===== src/rtl/uart_mult_pkg.sv =====
// rtl/uart_mult_pkg.sv - shared types, constants and sizing helpers for the byte-stream multiplier
package uart_mult_pkg;

    localparam int BYTE_W = 8;

    typedef enum logic [2:0] {
        LOAD_A    = 3'd0,
        LOAD_B    = 3'd1,
        MULT      = 3'd2,
        SEND      = 3'd3,
        WAIT_ACK  = 3'd4,
        WAIT_DONE = 3'd5
    } state_t;

    function automatic int bytes_per_operand(input int width);
        return width / BYTE_W;
    endfunction

    function automatic int bytes_per_product(input int width);
        return (2 * width) / BYTE_W;
    endfunction

endpackage


===== src/rtl/uart_mult_engine_if.sv =====
// rtl/uart_mult_engine_if.sv - byte receive, byte transmit and status bundle of the multiplier engine
interface uart_mult_engine_if #(
    parameter int WIDTH = 8
);
    logic [7:0]         rx_data;
    logic               rx_valid;
    logic               tx_ready;
    logic [7:0]         tx_data;
    logic               tx_start;
    logic [2*WIDTH-1:0] result;
    logic               result_valid;
    logic               busy;
    logic               overrun;

    modport master (
        output rx_data, rx_valid, tx_ready,
        input  tx_data, tx_start, result, result_valid, busy, overrun
    );

    modport slave (
        input  rx_data, rx_valid, tx_ready,
        output tx_data, tx_start, result, result_valid, busy, overrun
    );
endinterface


===== src/rtl/uart_mult_engine_mult.sv =====
// rtl/uart_mult_engine_mult.sv - unsigned radix-2 shift-add multiplier, one multiplier bit per cycle
module seq_shift_add_mult
    import uart_mult_pkg::*;
#(
    parameter int WIDTH = 8
) (
    input  logic               clk,
    input  logic               reset,
    input  logic               start,
    input  logic [WIDTH-1:0]   a,
    input  logic [WIDTH-1:0]   b,
    output logic               done,
    output logic [2*WIDTH-1:0] product
);
    localparam int CW = $clog2(WIDTH + 1);

    logic [2*WIDTH-1:0] acc;
    logic [2*WIDTH-1:0] acc_next;
    logic [2*WIDTH-1:0] mcand;
    logic [WIDTH-1:0]   mplier;
    logic [CW-1:0]      cnt;
    logic               running;

    always_comb begin
        acc_next = acc + (mplier[0] ? mcand : '0);
    end

    // The start cycle already consumes b[0], so WIDTH-1 iterations remain.
    always_ff @(posedge clk or posedge reset) begin
        if (reset) begin
            acc     <= '0;
            mcand   <= '0;
            mplier  <= '0;
            cnt     <= '0;
            running <= 1'b0;
            done    <= 1'b0;
            product <= '0;
        end else begin
            done <= 1'b0;
            if (start) begin
                acc     <= b[0] ? {{WIDTH{1'b0}}, a} : '0;
                mcand   <= {{(WIDTH-1){1'b0}}, a, 1'b0};
                mplier  <= b >> 1;
                cnt     <= CW'(WIDTH - 1);
                running <= 1'b1;
            end else if (running) begin
                acc    <= acc_next;
                mcand  <= mcand << 1;
                mplier <= mplier >> 1;
                cnt    <= cnt - CW'(1);
                if (cnt == CW'(1)) begin
                    running <= 1'b0;
                    done    <= 1'b1;
                    product <= acc_next;
                end
            end
        end
    end

endmodule


===== src/rtl/uart_mult_engine.sv =====
// rtl/uart_mult_engine.sv - collects two MSB-first operands, multiplies them and serializes the product
module uart_mult_engine
    import uart_mult_pkg::*;
#(
    parameter int WIDTH = 8
) (
    input  logic             clk,
    input  logic             reset,
    uart_mult_engine_if.slave bus
);
    localparam int BPO = bytes_per_operand(WIDTH);
    localparam int BPP = bytes_per_product(WIDTH);
    localparam int PW  = 2 * WIDTH;

    state_t          state;
    logic [WIDTH-1:0] a;
    logic [WIDTH-1:0] b;
    logic [3:0]      rx_cnt;
    logic [3:0]      tx_cnt;
    logic [PW-1:0]   tx_shift;
    logic [PW-1:0]   result;
    logic [7:0]      tx_data;
    logic            tx_start;
    logic            result_valid;
    logic            busy;
    logic            overrun;
    logic            mult_start;
    logic            mult_done;
    logic [PW-1:0]   mult_product;
    logic            rx_last;

    assign rx_last = (rx_cnt == 4'(BPO - 1));

    seq_shift_add_mult #(.WIDTH(WIDTH)) u_mult (
        .clk     (clk),
        .reset   (reset),
        .start   (mult_start),
        .a       (a),
        .b       (b),
        .done    (mult_done),
        .product (mult_product)
    );

    always_ff @(posedge clk or posedge reset) begin
        if (reset) begin
            state        <= LOAD_A;
            a            <= '0;
            b            <= '0;
            rx_cnt       <= '0;
            tx_cnt       <= '0;
            tx_shift     <= '0;
            result       <= '0;
            tx_data      <= '0;
            tx_start     <= 1'b0;
            result_valid <= 1'b0;
            busy         <= 1'b0;
            overrun      <= 1'b0;
            mult_start   <= 1'b0;
        end else begin
            tx_start     <= 1'b0;
            result_valid <= 1'b0;
            mult_start   <= 1'b0;
            // Bytes arriving outside the load states are judged by the state they land in.
            overrun <= bus.rx_valid && (state inside {MULT, SEND, WAIT_ACK, WAIT_DONE});
            case (state)
                LOAD_A: begin
                    if (bus.rx_valid) begin
                        a    <= WIDTH'({a, bus.rx_data});
                        busy <= 1'b1;
                        if (rx_last) begin
                            rx_cnt <= '0;
                            state  <= LOAD_B;
                        end else begin
                            rx_cnt <= rx_cnt + 4'd1;
                        end
                    end
                end
                LOAD_B: begin
                    if (bus.rx_valid) begin
                        b <= WIDTH'({b, bus.rx_data});
                        if (rx_last) begin
                            rx_cnt     <= '0;
                            mult_start <= 1'b1;
                            state      <= MULT;
                        end else begin
                            rx_cnt <= rx_cnt + 4'd1;
                        end
                    end
                end
                MULT: begin
                    if (mult_done) begin
                        result       <= mult_product;
                        result_valid <= 1'b1;
                        tx_shift     <= mult_product;
                        tx_cnt       <= 4'(BPP);
                        state        <= SEND;
                    end
                end
                SEND: begin
                    if (bus.tx_ready) begin
                        tx_data  <= tx_shift[PW-1 -: BYTE_W];
                        tx_start <= 1'b1;
                        state    <= WAIT_ACK;
                    end
                end
                WAIT_ACK: begin
                    if (!bus.tx_ready) begin
                        state <= WAIT_DONE;
                    end
                end
                WAIT_DONE: begin
                    if (bus.tx_ready) begin
                        tx_cnt   <= tx_cnt - 4'd1;
                        tx_shift <= tx_shift << BYTE_W;
                        if (tx_cnt == 4'd1) begin
                            busy  <= 1'b0;
                            state <= LOAD_A;
                        end else begin
                            state <= SEND;
                        end
                    end
                end
                default: state <= LOAD_A;
            endcase
        end
    end

    assign bus.tx_data      = tx_data;
    assign bus.tx_start     = tx_start;
    assign bus.result       = result;
    assign bus.result_valid = result_valid;
    assign bus.busy         = busy;
    assign bus.overrun      = overrun;

endmodule


===== src/flat_wrapper.sv =====
// flat-port wrapper written by rule: the top's interface ports become plain ports
module uart_mult_engine_flat import uart_mult_pkg::*;
#(
    parameter int WIDTH = 8
)
  (clk, reset, bus_rx_data, bus_rx_valid, bus_tx_ready, bus_tx_data, bus_tx_start, bus_result, bus_result_valid, bus_busy, bus_overrun);
  uart_mult_engine_if #(.WIDTH(WIDTH)) bus_i ();
  input  logic clk;
  input  logic reset;
  input wire logic [$bits(bus_i.rx_data)-1:0] bus_rx_data;
  input wire logic [$bits(bus_i.rx_valid)-1:0] bus_rx_valid;
  input wire logic [$bits(bus_i.tx_ready)-1:0] bus_tx_ready;
  output wire logic [$bits(bus_i.tx_data)-1:0] bus_tx_data;
  output wire logic [$bits(bus_i.tx_start)-1:0] bus_tx_start;
  output wire logic [$bits(bus_i.result)-1:0] bus_result;
  output wire logic [$bits(bus_i.result_valid)-1:0] bus_result_valid;
  output wire logic [$bits(bus_i.busy)-1:0] bus_busy;
  output wire logic [$bits(bus_i.overrun)-1:0] bus_overrun;
  assign bus_i.rx_data = bus_rx_data;
  assign bus_i.rx_valid = bus_rx_valid;
  assign bus_i.tx_ready = bus_tx_ready;
  assign bus_tx_data = bus_i.tx_data;
  assign bus_tx_start = bus_i.tx_start;
  assign bus_result = bus_i.result;
  assign bus_result_valid = bus_i.result_valid;
  assign bus_busy = bus_i.busy;
  assign bus_overrun = bus_i.overrun;
  uart_mult_engine #(.WIDTH(WIDTH)) u_core (.clk(clk), .reset(reset), .bus(bus_i));
endmodule

===== config.mk =====
export PLATFORM = sky130hd
export DESIGN_NAME = uart_mult_engine_flat
export DESIGN_NICKNAME = d
export VERILOG_FILES = /design/src/rtl/uart_mult_pkg.sv /design/src/rtl/uart_mult_engine_if.sv /design/src/rtl/uart_mult_engine_mult.sv /design/src/rtl/uart_mult_engine.sv /design/src/flat_wrapper.sv
export SDC_FILE = /design/constraint.sdc
export NUM_CORES = 1
export LEC_CHECK = 0
export ABC_CLOCK_PERIOD_IN_PS = 4590
export CELL_PAD_IN_SITES_DETAIL_PLACEMENT = 0
export CELL_PAD_IN_SITES_GLOBAL_PLACEMENT = 1
export CORE_MARGIN = 2
export CORE_UTILIZATION = 35
export CTS_BUF_LIST = sky130_fd_sc_hd__clkbuf_2 sky130_fd_sc_hd__clkbuf_4 sky130_fd_sc_hd__clkbuf_8
export DETAILED_ROUTE_END_ITERATION = 6
export PLACE_DENSITY = 0.64
export SLEW_MARGIN = 20
export SYNTH_ARGS = -nofsm -noshare
export SYNTH_HDL_FRONTEND = slang
export SYNTH_SLANG_ARGS = --single-unit

===== constraint.sdc =====
create_clock -name clk -period 4.59 [get_ports clk]
set_input_delay 1.1475 -clock clk [delete_from_list [all_inputs] [get_ports clk]]
set_output_delay 1.1475 -clock clk [all_outputs]
set_load 0.02 [all_outputs]

## After elaboration in Yosys (flattened, before gate mapping)

Index checks and enable logic that the tools add are counted.
W data, S select, Z words.

| storage, ports and cells | value |
|---|---|
| register bits | 134 |
| input port bits | 12 |
| output and inout bits | 28 |
| logic and storage cells | 102 |

| cells by class | value |
|---|---|
| add/sub/neg operators | 4 |
| equality and inequality tests | 16 |
| multiplexer cells | 44 |
| bitwise operators | 1 |
| reductions and logical operators | 17 |

Operators with widths:

| operator | number |
|---|---|
| $mux W16 | 7 |
| $pmux W16 S2 | 1 |
| $mux W3 | 8 |
| $mux W8 | 3 |
| $mux W4 | 5 |
| $pmux W3 S6 | 1 |
| $add A16 B16 Y16 | 1 |
| $mux W1 | 16 |
| $ne A2 B2 Y1 const B | 7 |
| $reduce_and A2 Y1 | 5 |
| $eq A4 B1 Y1 const B | 2 |
| $pmux W4 S2 | 1 |
| $reduce_and A8 Y1 | 1 |
| $sub A4 B1 Y4 const B | 2 |
| $eq A3 B2 Y1 const B | 2 |
| $eq A3 B3 Y1 const B | 2 |
| $reduce_and A3 Y1 | 2 |
| $reduce_bool A2 Y1 | 3 |
| $add A4 B1 Y4 const B | 1 |
| $logic_not A4 Y1 | 1 |
| $ne A2 B1 Y1 const B | 2 |
| $reduce_and A4 Y1 | 1 |
| $reduce_bool A4 Y1 | 1 |
| $eq A3 B1 Y1 const B | 1 |
| other kinds (6) | 6 |

## Longest topological paths before layout

Gate-level depths: netlist of the first run.

| logic depth | value |
|---|---|
| depth in word-level cells | 4 |
| mapped depth | 10 |
| mapped depth without buffers | 9 |

## Modules after synthesis

Synthesis of the first run repeated with hierarchy kept, for this count alone.

| second synthesis, totals | value |
|---|---|
| cells, all modules | 557 |
| area, all modules | 6334.8 um^2 |

Modules (own cells, without submodules):

| module | times used | cells each | area an instance (um^2) |
|---|---|---|---|
| seq_shift_add_mult | 1 | 350 | 3318.2 |
| uart_mult_engine | 1 | 207 | 3016.6 |

## Worst setup path before layout of the first run

No wires, ideal clock.

| timing | value |
|---|---|
| kind | reg-to-reg |
| from | register u_core.u_mult.mplier[0] |
| to | register u_core.u_mult.acc[15] |
| data arrival time | 2.392 ns |
| data required time | 4.463 ns |
| setup slack | 2.070 ns |
| cell stages (with the launch flop) | 10 |
| buffers on the path | 0 |
| cell sequence | dfrtp_1 > and2_1 > ha_1 > fa_1 > a21oi_1 > o211ai_1 > nand2_1 > o2111a_1 > mux2_4 > mux2_1 |

| between the ends | value |
|---|---|
| longest elaborated chain between the ends | 4 |

RTL lines:

| item | line | source |
|---|---|---|
| from (decl) | uart_mult_engine_mult.sv:20 | `logic [WIDTH-1:0] mplier;` |
| from (signal assigned) | uart_mult_engine_mult.sv:43 | `mplier <= b >> 1;` |
| from (signal assigned) | uart_mult_engine_mult.sv:49 | `mplier <= mplier >> 1;` |
| $mux W16 | uart_mult_engine_mult.sv:25 | `acc_next = acc + (mplier[0] ? mcand : '0);` |
| $add A16 B16 Y16 | uart_mult_engine_mult.sv:25 |  |
| $mux W16 | uart_mult_engine_mult.sv:46 | `end else if (running) begin` |
| $mux W16 | uart_mult_engine_mult.sv:40 | `if (start) begin` |
| to (signal assigned) | uart_mult_engine_mult.sv:41 | `acc <= b[0] ? {{WIDTH{1'b0}}, a} : '0;` |
| to (signal assigned) | uart_mult_engine_mult.sv:47 | `acc <= acc_next;` |
| to (decl) | uart_mult_engine_mult.sv:17 | `logic [2*WIDTH-1:0] acc;` |

No other way between the ends. The select of a mux whose other input is x is not followed.
A chain may end at the register's enable or synchronous reset.

## Final worst setup path of the first run

Same ends and word-level chain as after synthesis.

==> results of run 1 <==
placed cells by master (no fill, tap or decap), drive strengths merged, types with 8 or more instances in the layout:
cell type / n
a21o: 9
xnor2: 10
mux2i: 36
nor2: 26
o21ai: 49
nand3: 16
clkbuf: 22
a21oi: 18
and2: 18
mux2: 37
clkdlybuf4s50: 39
nand2: 95
dfrtp: 132
inv: 13
ha: 20
a22o: 8
nand2b: 10
registers in the layout (all words and copies together) (netlist names), 3 cells and up:
| signal | flops |
|---|---|
| u_core.u_mult.product | 16 |
| u_core.a | 8 |
| u_core.u_mult.cnt | 4 |
| u_core.u_mult.mplier | 7 |
| u_core.bus.tx_data | 8 |
| u_core.state | 3 |
| u_core.tx_shift | 16 |
| u_core.u_mult.mcand | 15 |
| u_core.tx_cnt | 4 |
| u_core.b | 8 |
| u_core.u_mult.acc | 16 |
| u_core.bus.result | 16 |
| u_core.rx_cnt | 4 |
kinds of logic after synthesis:
group	Yosys count	share of synthesized area
AO/OA/AOI/OAI	117	0.1164
XOR/XNOR	17	0.02576
adder cells (fa/ha/maj)	21	0.04248
buffers and inverters	50	0.03284
flip-flops	132	0.5192
multiplexers	73	0.1227
AND/OR/NAND/NOR	191	0.1406
how the worst max path moves through the flow:
stage	slack, ns	depth (start not counted)	endpoint	from
2_1_floorplan	1.81	1	u_core.a[0]	reset
3_3_place_gp	1.75	9	u_core.u_mult.acc[15]	u_core.u_mult.mplier[0]
3_5_place_dp	1.70	4	u_core.rx_cnt[1]	bus_rx_valid
4_1_cts	1.68	9	u_core.u_mult.acc[15]	u_core.u_mult.mplier[0]
5_1_grt	1.52	9	u_core.u_mult.acc[15]	u_core.u_mult.mplier[0]
6_report	1.70	9	u_core.u_mult.acc[15]	u_core.u_mult.mplier[0]
cell type report:
| class | count | area share |
|---|---|---|
| clock buffers | 22 | 0.03915 |
| clock inverters | 9 | 0.02042 |
| inverters | 16 | 0.008606 |
| multi-input cells | 419 | 0.3859 |
| flip-flops and latches | 132 | 0.4458 |
| well taps | 229 | 0.03864 |
| repair buffers | 46 | 0.06142 |
worst max-delay path, cell delays in order, from the launching register on:
cell	delay, ns
dfrtp_1	0.55
and2_1	0.23
ha_1	0.21
fa_1	0.40
a21oi_1	0.24
o211ai_1	0.16
nand2_1	0.08
o2111a_1	0.27
mux2_4	0.32
mux2_1	0.30
layer usage:
| layer | vias up | routed length, um | global-route usage |
|---|---|---|---|
| met5 | - | 0 | 0 |
| met4 | 0 | 232 | 0.05104 |
| met3 | 23 | 469 | 0.04282 |
| met2 | 79 | 6225 | 0.2341 |
| met1 | 2111 | 6526 | 0.2001 |
| li1 | 2139 | - | - |
stage by stage:
step / area [um^2] / utilization / total power, W / setup WS (ns)
global placement: 6973 / 0.3895 / 0.003017 / 1.747
floorplan: 6366 / - / 0.002713 / 1.805
detailed placement: 6973 / 0.3895 / 0.003058 / 1.704
global route: 7415 / 0.4142 / 0.004422 / 1.518
finish: 7415 / 0.4142 / 0.004111 / 1.705
CTS: 7415 / 0.4142 / 0.004168 / 1.681
where the power goes:
group | leakage, nW | switching [W] | total [W] | internal, W
Combinational | 1.48 | 0.000670 | 0.00122 | 0.000554
Clock | 0.226 | 0.000451 | 0.00109 | 0.000643
Sequential | 1.74 | 0.000295 | 0.00179 | 0.00150
==> flow_summary.json, run 1 <==
{
  "drc_errors": 0,
  "mappedNetlistNets": 634,
  "cp_data_required_time_ns": 4.92,
  "yosysSeqAreaShare": 0.5192,
  "fmax_mhz": 346.6,
  "rsz0062_at_grt": "no",
  "wire_per_inst_um": 15.41,
  "critPathLaunchType": "register",
  "syn_avg_cell_area_um2": 10.59,
  "finalSetupViolCount": 0,
  "grt_max_degree": 133,
  "synth_area_leaders": "dfrtp_1 52%, mux2_2 6.2%, mux2i_1 5.7%, nand2_1 5.6%, ha_1 3.9%",
  "synth_common_cells": "132 x dfrtp_1, 95 x nand2_1, 48 x o21ai_0",
  "initial_utilization": 0.3554,
  "ctsResizeCount": 0,
  "tightest_slew_ns": 0.7154,
  "ys_types": 62,
  "whs_ns": 0.4717,
  "synth_top_cell_by_area": "dfrtp_1",
  "clock_latency_ns": 0.44,
  "r2r_setup_slack_ns": 1.70,
  "drive_gt1_frac": 0.1335,
  "hold_end": "u_core.bus.tx_data[4]",
  "clockBufferDepth": 2,
  "grt_first_pass_wirelength_um": 23110,
  "dr.pass1.iters": 4,
  "dp_cells": 842,
  "post-route-period-util": 0.6286,
  "die_y_um": 138.8,
  "cp_data_arrival_time_ns": 3.21,
  "reg2reg_from": "u_core.u_mult.mplier[0]",
  "yosysMostFrequentCell": "dfrtp_1",
  "async_flop_share": 1.000,
  "period_needed_ns": 2.885,
  "ant_nets": 0,
  "grtUsageTotal": 0.1495,
  "clkSinkCount": 132,
  "pin_count": 40,
  "yosys_warnings": 0,
  "synth_top_cell_area_share": 0.5192,
  "drt_iter0_drc": 301,
  "core_area_um2": 17900,
  "synth-edff-count": 0,
  "netlist_instances": 601,
  "via_per_inst": 4.985,
  "synth_area_um2": 6362,
  "p_leak_nw": 3.442,
  "setup_tns_ns": 0,
  "seqCellArea_um2": 3306,
  "end_kind": "register",
  "hold_viol": 0,
  "synth_seq_cells": 132,
  "n_fill_cell": 1755,
  "instances_no_fill": 873,
  "cts_tree": "done",
  "r2r_end": "u_core.u_mult.acc[15]",
  "r2r_cells": 9,
  "slew_viol_final": 0,
  "synth-main-ff-cell": "dfrtp_1",
  "min_path_cells": 2,
  "vdd_drop_max_uv": 211.4,
  "place_hpwl_um": 9127,
  "vias": 4352,
  "power_density_nw_per_um2": 554.4,
  "dieArea_um2": 19270,
  "cp_max_fo": 17,
  "crit_type": "register to register",
  "slew_headroom": 0.5231,
  "ctsHoldBuffers": 0,
  "cts_setup_buffers": 0,
  "cts_htree_levels": 4,
  "root_buffer": "clkbuf_8",
  "port_buffers": 39,
  "area_growth_pct": 16.54,
  "grt_antenna_before_repair": 0,
  "multiInputGateArea_um2": 2861,
  "grt_pass1_vias": 4447,
  "final_nets": 665,
  "gp_congestion": 0.8280,
  "holdCritStartpoint": "u_core.tx_shift[12]",
  "cts_made_buffers": 17,
  "grt-ovfl-total": 0,
  "dieWidth_um": 138.8,
  "hp-class": "register to register",
  "row_count": 49,
  "cap_violations": 0,
  "clk_pin_slew_ns": 0.07,
  "drt_wl_total_um": 13450,
  "outcome": "completed",
  "fin_skew_ns": 0.007989,
  "diodes": 0
}
Power figures use the tool's default switching activity.
==> inputs of run 2 (changes only) <==
--- a/config.mk
+++ b/config.mk
@@ -5,14 +5,14 @@
 export SDC_FILE = /design/constraint.sdc
 export NUM_CORES = 1
 export LEC_CHECK = 0
-export ABC_CLOCK_PERIOD_IN_PS = 4590
+export ABC_CLOCK_PERIOD_IN_PS = 3010
 export CELL_PAD_IN_SITES_DETAIL_PLACEMENT = 0
 export CELL_PAD_IN_SITES_GLOBAL_PLACEMENT = 1
 export CORE_MARGIN = 2
 export CORE_UTILIZATION = 35
 export CTS_BUF_LIST = sky130_fd_sc_hd__clkbuf_2 sky130_fd_sc_hd__clkbuf_4 sky130_fd_sc_hd__clkbuf_8
 export DETAILED_ROUTE_END_ITERATION = 6
-export PLACE_DENSITY = 0.64
+export PLACE_DENSITY = 0.62
 export SLEW_MARGIN = 20
 export SYNTH_ARGS = -nofsm -noshare
 export SYNTH_HDL_FRONTEND = slang
==> constraint.sdc (replaced) <==
create_clock -name clk -period 3.01 [get_ports clk]
set_input_delay 0.7525 -clock clk [delete_from_list [all_inputs] [get_ports clk]]
set_output_delay 0.7525 -clock clk [all_outputs]
set_load 0.02 [all_outputs]
==> flow_summary.json, run 2 (synthesis results as in run 1) <==
{
  "clock_latency_ns": 0.44,
  "fin_ws_ns": 0.3132,
  "ctsHoldBuffers": 0,
  "r2r_setup_slack_ns": 0.31,
  "reg2reg_from": "u_core.u_mult.mplier[0]",
  "period_needed_ns": 2.697,
  "grt_max_degree": 133,
  "p_leak_nw": 3.452,
  "dp_cells": 843,
  "grtUsageTotal": 0.1478,
  "dieArea_um2": 19270,
  "ctsResizeCount": 0,
  "rsz0062_at_grt": "no",
  "dr.pass1.iters": 4,
  "grt_pass1_vias": 4535,
  "hold_viol": 0,
  "drc_errors": 0,
  "n_fill_cell": 1743,
  "switching_share": 0.3496,
  "r2r_cells": 9,
  "p_seq_frac": 0.434,
  "grt_antenna_before_repair": 0,
  "whs_ns": 0.4693,
  "die_y_um": 138.8,
  "finalSetupViolCount": 0,
  "grt-ovfl-total": 0,
  "root_buffer": "clkbuf_8",
  "pre_cts_ws_ns": 0.3093,
  "ant_nets": 0,
  "vias": 4407,
  "switching_power_w": 0.002190,
  "cp_data_arrival_time_ns": 3.01,
  "internal-power_w": 0.004074,
  "hp-class": "register to register",
  "final_cell_mix": "130 x dfrtp_1, 95 x nand2_1, 48 x o21ai_0",
  "cts_made_buffers": 17,
  "cts_tree": "done",
  "cts_htree_levels": 4,
  "port_buffers": 39,
  "final_common_cell": "dfrtp_1",
  "crit_type": "register to register",
  "gp_congestion": 0.8432,
  "core_area_um2": 17900,
  "dieWidth_um": 138.8,
  "diodes": 0,
  "total_power_w": 0.006264,
  "fmax_mhz": 370.8,
  "final_nets": 666,
  "pwr-share-comb": 0.304,
  "post-route-period-util": 0.8959,
  "clkPwrFrac": 0.262,
  "clkSinkCount": 132,
  "drt_wl_total_um": 13440,
  "outcome": "completed",
  "critPathLaunchType": "register",
  "pin_count": 40,
  "cts_setup_buffers": 0,
  "slew_viol_final": 0,
  "fin_skew_ns": 0.01393,
  "end_kind": "register",
  "via_per_inst": 5.037,
  "power_density_nw_per_um2": 842.7,
  "area_growth_pct": 16.83,
  "grt_first_pass_wirelength_um": 23140,
  "setup_tns_ns": 0,
  "vdd_drop_max_uv": 422.8,
  "critPathLaunch": "u_core.u_mult.mplier[0]",
  "clk_pin_slew_ns": 0.08,
  "r2r_end": "u_core.u_mult.acc[15]",
  "endpoint": "u_core.u_mult.acc[15]",
  "wire_per_inst_um": 15.36,
  "instances_no_fill": 875,
  "place_hpwl_um": 9108,
  "row_count": 49,
  "tightest_slew_ns": 0.7059,
  "initial_utilization": 0.3554,
  "drt_iter0_drc": 211,
  "cap_violations": 0,
  "cp_data_required_time_ns": 3.33,
  "clockBufferDepth": 2,
  "drive_gt1_frac": 0.1362,
  "cp_max_fo": 15,
  "slew_headroom": 0.5294
}
## run 2: how the worst min path moves through the flow
stage / startpoint / endpoint / slack, ns / cells past startpoint
after floorplan: u_core.tx_shift[8] / u_core.bus.tx_data[0] / 0.44 / 2
after global placement: u_core.tx_shift[11] / u_core.bus.tx_data[3] / 0.45 / 2
after detailed placement: u_core.tx_shift[11] / u_core.bus.tx_data[3] / 0.45 / 2
after CTS: u_core.tx_shift[11] / u_core.bus.tx_data[3] / 0.47 / 2
after global routing: u_core.tx_shift[15] / u_core.bus.tx_data[7] / 0.49 / 2
final: u_core.tx_shift[15] / u_core.bus.tx_data[7] / 0.47 / 2
## run 2: layer usage
layer | vias up | routed length, um | GRT usage
li1 | 2155 | - | -
met1 | 2181 | 6743 | 0.1990
met2 | 55 | 6173 | 0.2365
met3 | 16 | 311 | 0.03384
met4 | 0 | 209 | 0.05051
met5 | - | 0 | 0
## run 2: worst max-delay path, stage by stage, from the launching register on
cell      delay (ns)
dfrtp_1         0.39
buf_4           0.19
and2_1          0.17
fa_1            0.43
a21oi_1         0.24
o211ai_1        0.17
nand2_1         0.09
o2111a_1        0.27
mux2_4          0.31
mux2_1          0.31
## run 2: layout make-up
cell class	count	area, um^2	share of cell area
Clock buffer	22	296.5	0.03989
Tap cell	229	286.5	0.03855
Multi-Input combinational cell	419	2861	0.3850
Timing Repair Buffer	47	475.5	0.06396
Sequential cell	132	3306	0.4447
Clock inverter	10	143.9	0.01936
Inverter	16	63.81	0.008584
## run 2: power by group through the flow
stage / Combinational, W / Clock [W] / Sequential, W
after detailed placement: 0.00193 / 0 / 0.00276
after global routing: 0.00215 / 0.00176 / 0.00280
final: 0.00190 / 0.00164 / 0.00272
after floorplan: 0.00156 / 0 / 0.00258
after CTS: 0.00194 / 0.00169 / 0.00273
after global placement: 0.00188 / 0 / 0.00275
## run 2: through the flow
step / instance area [um^2] / util
2_1_floorplan: 6366 / -
3_5_place_dp: 6993 / 0.3906
3_3_place_gp: 6993 / 0.3906
4_1_cts: 7433 / 0.4152
6_report: 7433 / 0.4152
5_1_grt: 7433 / 0.4152
==> inputs of run 3 (changes only) <==
--- a/config.mk
+++ b/config.mk
@@ -5,7 +5,7 @@
 export SDC_FILE = /design/constraint.sdc
 export NUM_CORES = 1
 export LEC_CHECK = 0
-export ABC_CLOCK_PERIOD_IN_PS = 3010
+export ABC_CLOCK_PERIOD_IN_PS = 3200
 export CELL_PAD_IN_SITES_DETAIL_PLACEMENT = 0
 export CELL_PAD_IN_SITES_GLOBAL_PLACEMENT = 1
 export CORE_MARGIN = 2
==> constraint.sdc (replaced) <==
create_clock -name clk -period 3.2 [get_ports clk]
set_input_delay 0.8 -clock clk [delete_from_list [all_inputs] [get_ports clk]]
set_output_delay 0.8 -clock clk [all_outputs]
set_load 0.02 [all_outputs]
==> flow_summary.json, run 3 (synthesis results as in run 1) <==
{
  "grt_antenna_before_repair": 0,
  "switching_power_w": 0.002080,
  "top_usage_layer": "met2",
  "root_buffer": "clkbuf_8",
  "cp_max_fo": 9,
  "drt_iter0_drc": 249,
  "grtUsageMet3": 0.03626,
  "gp_congestion": 0.8326,
  "clkSinkCount": 132,
  "dieWidth_um": 138.8,
  "post-route-period-util": 0.8670,
  "cts_made_buffers": 17,
  "setup_tns_ns": 0,
  "clk_pin_slew_ns": 0.08,
  "grt_pass1_vias": 4487,
  "core_area_um2": 17900,
  "dr.pass1.iters": 4,
  "diodes": 0,
  "dp_cells": 844,
  "drive_gt1_frac": 0.1362,
  "wire_per_inst_um": 16.10,
  "cap_violations": 0,
  "ant_nets": 0,
  "clock_latency_ns": 0.45,
  "ctsResizeCount": 0,
  "cts_htree_levels": 4,
  "fin_skew_ns": 0.01556,
  "total_power_w": 0.005798,
  "met2_usage": 0.2484,
  "slew_headroom": 0.5210,
  "vias": 4378,
  "grtUsageTotal": 0.1570,
  "pin_count": 40,
  "grt_use_met1": 0.2140,
  "port_buffers": 39,
  "instances_no_fill": 875,
  "outcome": "completed",
  "power_density_nw_per_um2": 782.9,
  "area_growth_pct": 16.40,
  "rsz0062_at_grt": "no",
  "cts_setup_buffers": 0,
  "n_fill_cell": 1740,
  "end_kind": "register",
  "pwr-share-comb": 0.307,
  "cp_data_required_time_ns": 3.53,
  "cts_tree": "done",
  "hold_viol": 0,
  "tightest_slew_ns": 0.7186,
  "finalSetupViolCount": 0,
  "hp-class": "register to register",
  "slew_viol_final": 0,
  "via_per_inst": 5.003,
  "switching_share": 0.3588,
  "die_y_um": 138.8,
  "critPathLaunchType": "register",
  "place_hpwl_um": 9830,
  "grt_first_pass_wirelength_um": 24220,
  "whs_ns": 0.4714,
  "cp_data_arrival_time_ns": 3.10,
  "final_common_cell": "dfrtp_1",
  "p_seq_frac": 0.444,
  "grt-ovfl-total": 0,
  "dieArea_um2": 19270,
  "ctsHoldBuffers": 0,
  "r2r_setup_slack_ns": 0.43,
  "clkPwrFrac": 0.248,
  "drc_errors": 0,
  "initial_utilization": 0.3554,
  "drt_wl_total_um": 14090,
  "vdd_drop_max_uv": 584.7,
  "row_count": 49,
  "final_nets": 667,
  "fmax_mhz": 360.5,
  "period_needed_ns": 2.774,
  "grt_max_degree": 78,
  "internal-power_w": 0.003718,
  "clockBufferDepth": 2,
  "final_cell_mix": "130 x dfrtp_1, 95 x nand2_1, 48 x o21ai_0",
  "p_leak_nw": 3.429,
  "crit_type": "register to register"
}
-- run 3: cell count changes in the layout (fill, tap and decap cells not counted), sizes merged --
cell and change:
buf +1, inv -1, clkbuf -1, bufinv -1, clkinv -1, clkinvlp +3
-- run 3: power groups by stage --
| stage | Clock [W] | Combinational (W) | Sequential [W] |
|---|---|---|---|
| 2_1_floorplan | 0 | 0.00147 | 0.00243 |
| 3_3_place_gp | 0 | 0.00177 | 0.00260 |
| 3_5_place_dp | 0 | 0.00181 | 0.00261 |
| 4_1_cts | 0.00150 | 0.00181 | 0.00258 |
| 5_1_grt | 0.00156 | 0.00203 | 0.00266 |
| 6_report | 0.00144 | 0.00178 | 0.00258 |
-- run 3: worst paths after layout --
check                                         to  depth (start not counted)                    start
max                        u_core.u_mult.acc[15]                          9  u_core.u_mult.mplier[0]
min                        u_core.bus.tx_data[3]                          2      u_core.tx_shift[11]
max reg2reg                u_core.u_mult.acc[15]                          9  u_core.u_mult.mplier[0]
min reg2reg                u_core.bus.tx_data[3]                          2      u_core.tx_shift[11]
max in group asynchronous   u_core.bus.result[3]                          3                    reset
min in group asynchronous            u_core.a[1]                          3                    reset
-- run 3: layout make-up --
class                   count  area (um^2)  share of cell area
well taps                 229        286.5             0.03869
clock buffers              21        282.8             0.03818
inverters                  16        63.81            0.008616
clock inverters            10        122.6             0.01656
flip-flops and latches    132         3306              0.4464
repair buffers             48        483.0             0.06521
multi-input cells         419         2861              0.3864
-- run 3: metrics by stage --
| stage | worst slack [ns] | util | instance area (um^2) |
|---|---|---|---|
| after global placement | 0.4679 | 0.3910 | 7000 |
| after global routing | 0.2835 | 0.4137 | 7406 |
| final | 0.4258 | 0.4137 | 7406 |
| after detailed placement | 0.4449 | 0.3910 | 7000 |
| after floorplan | 0.6805 | - | 6366 |
| after CTS | 0.4098 | 0.4137 | 7406 |
-- run 3: critical path, cell delays in order (launching register included) --
cell	delay [ns]
dfrtp_1	0.47
and2_1	0.18
ha_1	0.21
fa_1	0.41
a21oi_1	0.24
o211ai_1	0.16
nand2_1	0.09
o2111a_1	0.28
mux2_4	0.31
mux2_1	0.30
-- run 3: per-layer routing --
layer / part of all wire / vias to the layer above
met4: 0.012 / 0
met3: 0.027 / 12
met5: 0 / -
met1: 0.49 / 2157
li1: - / 2145
met2: 0.47 / 64
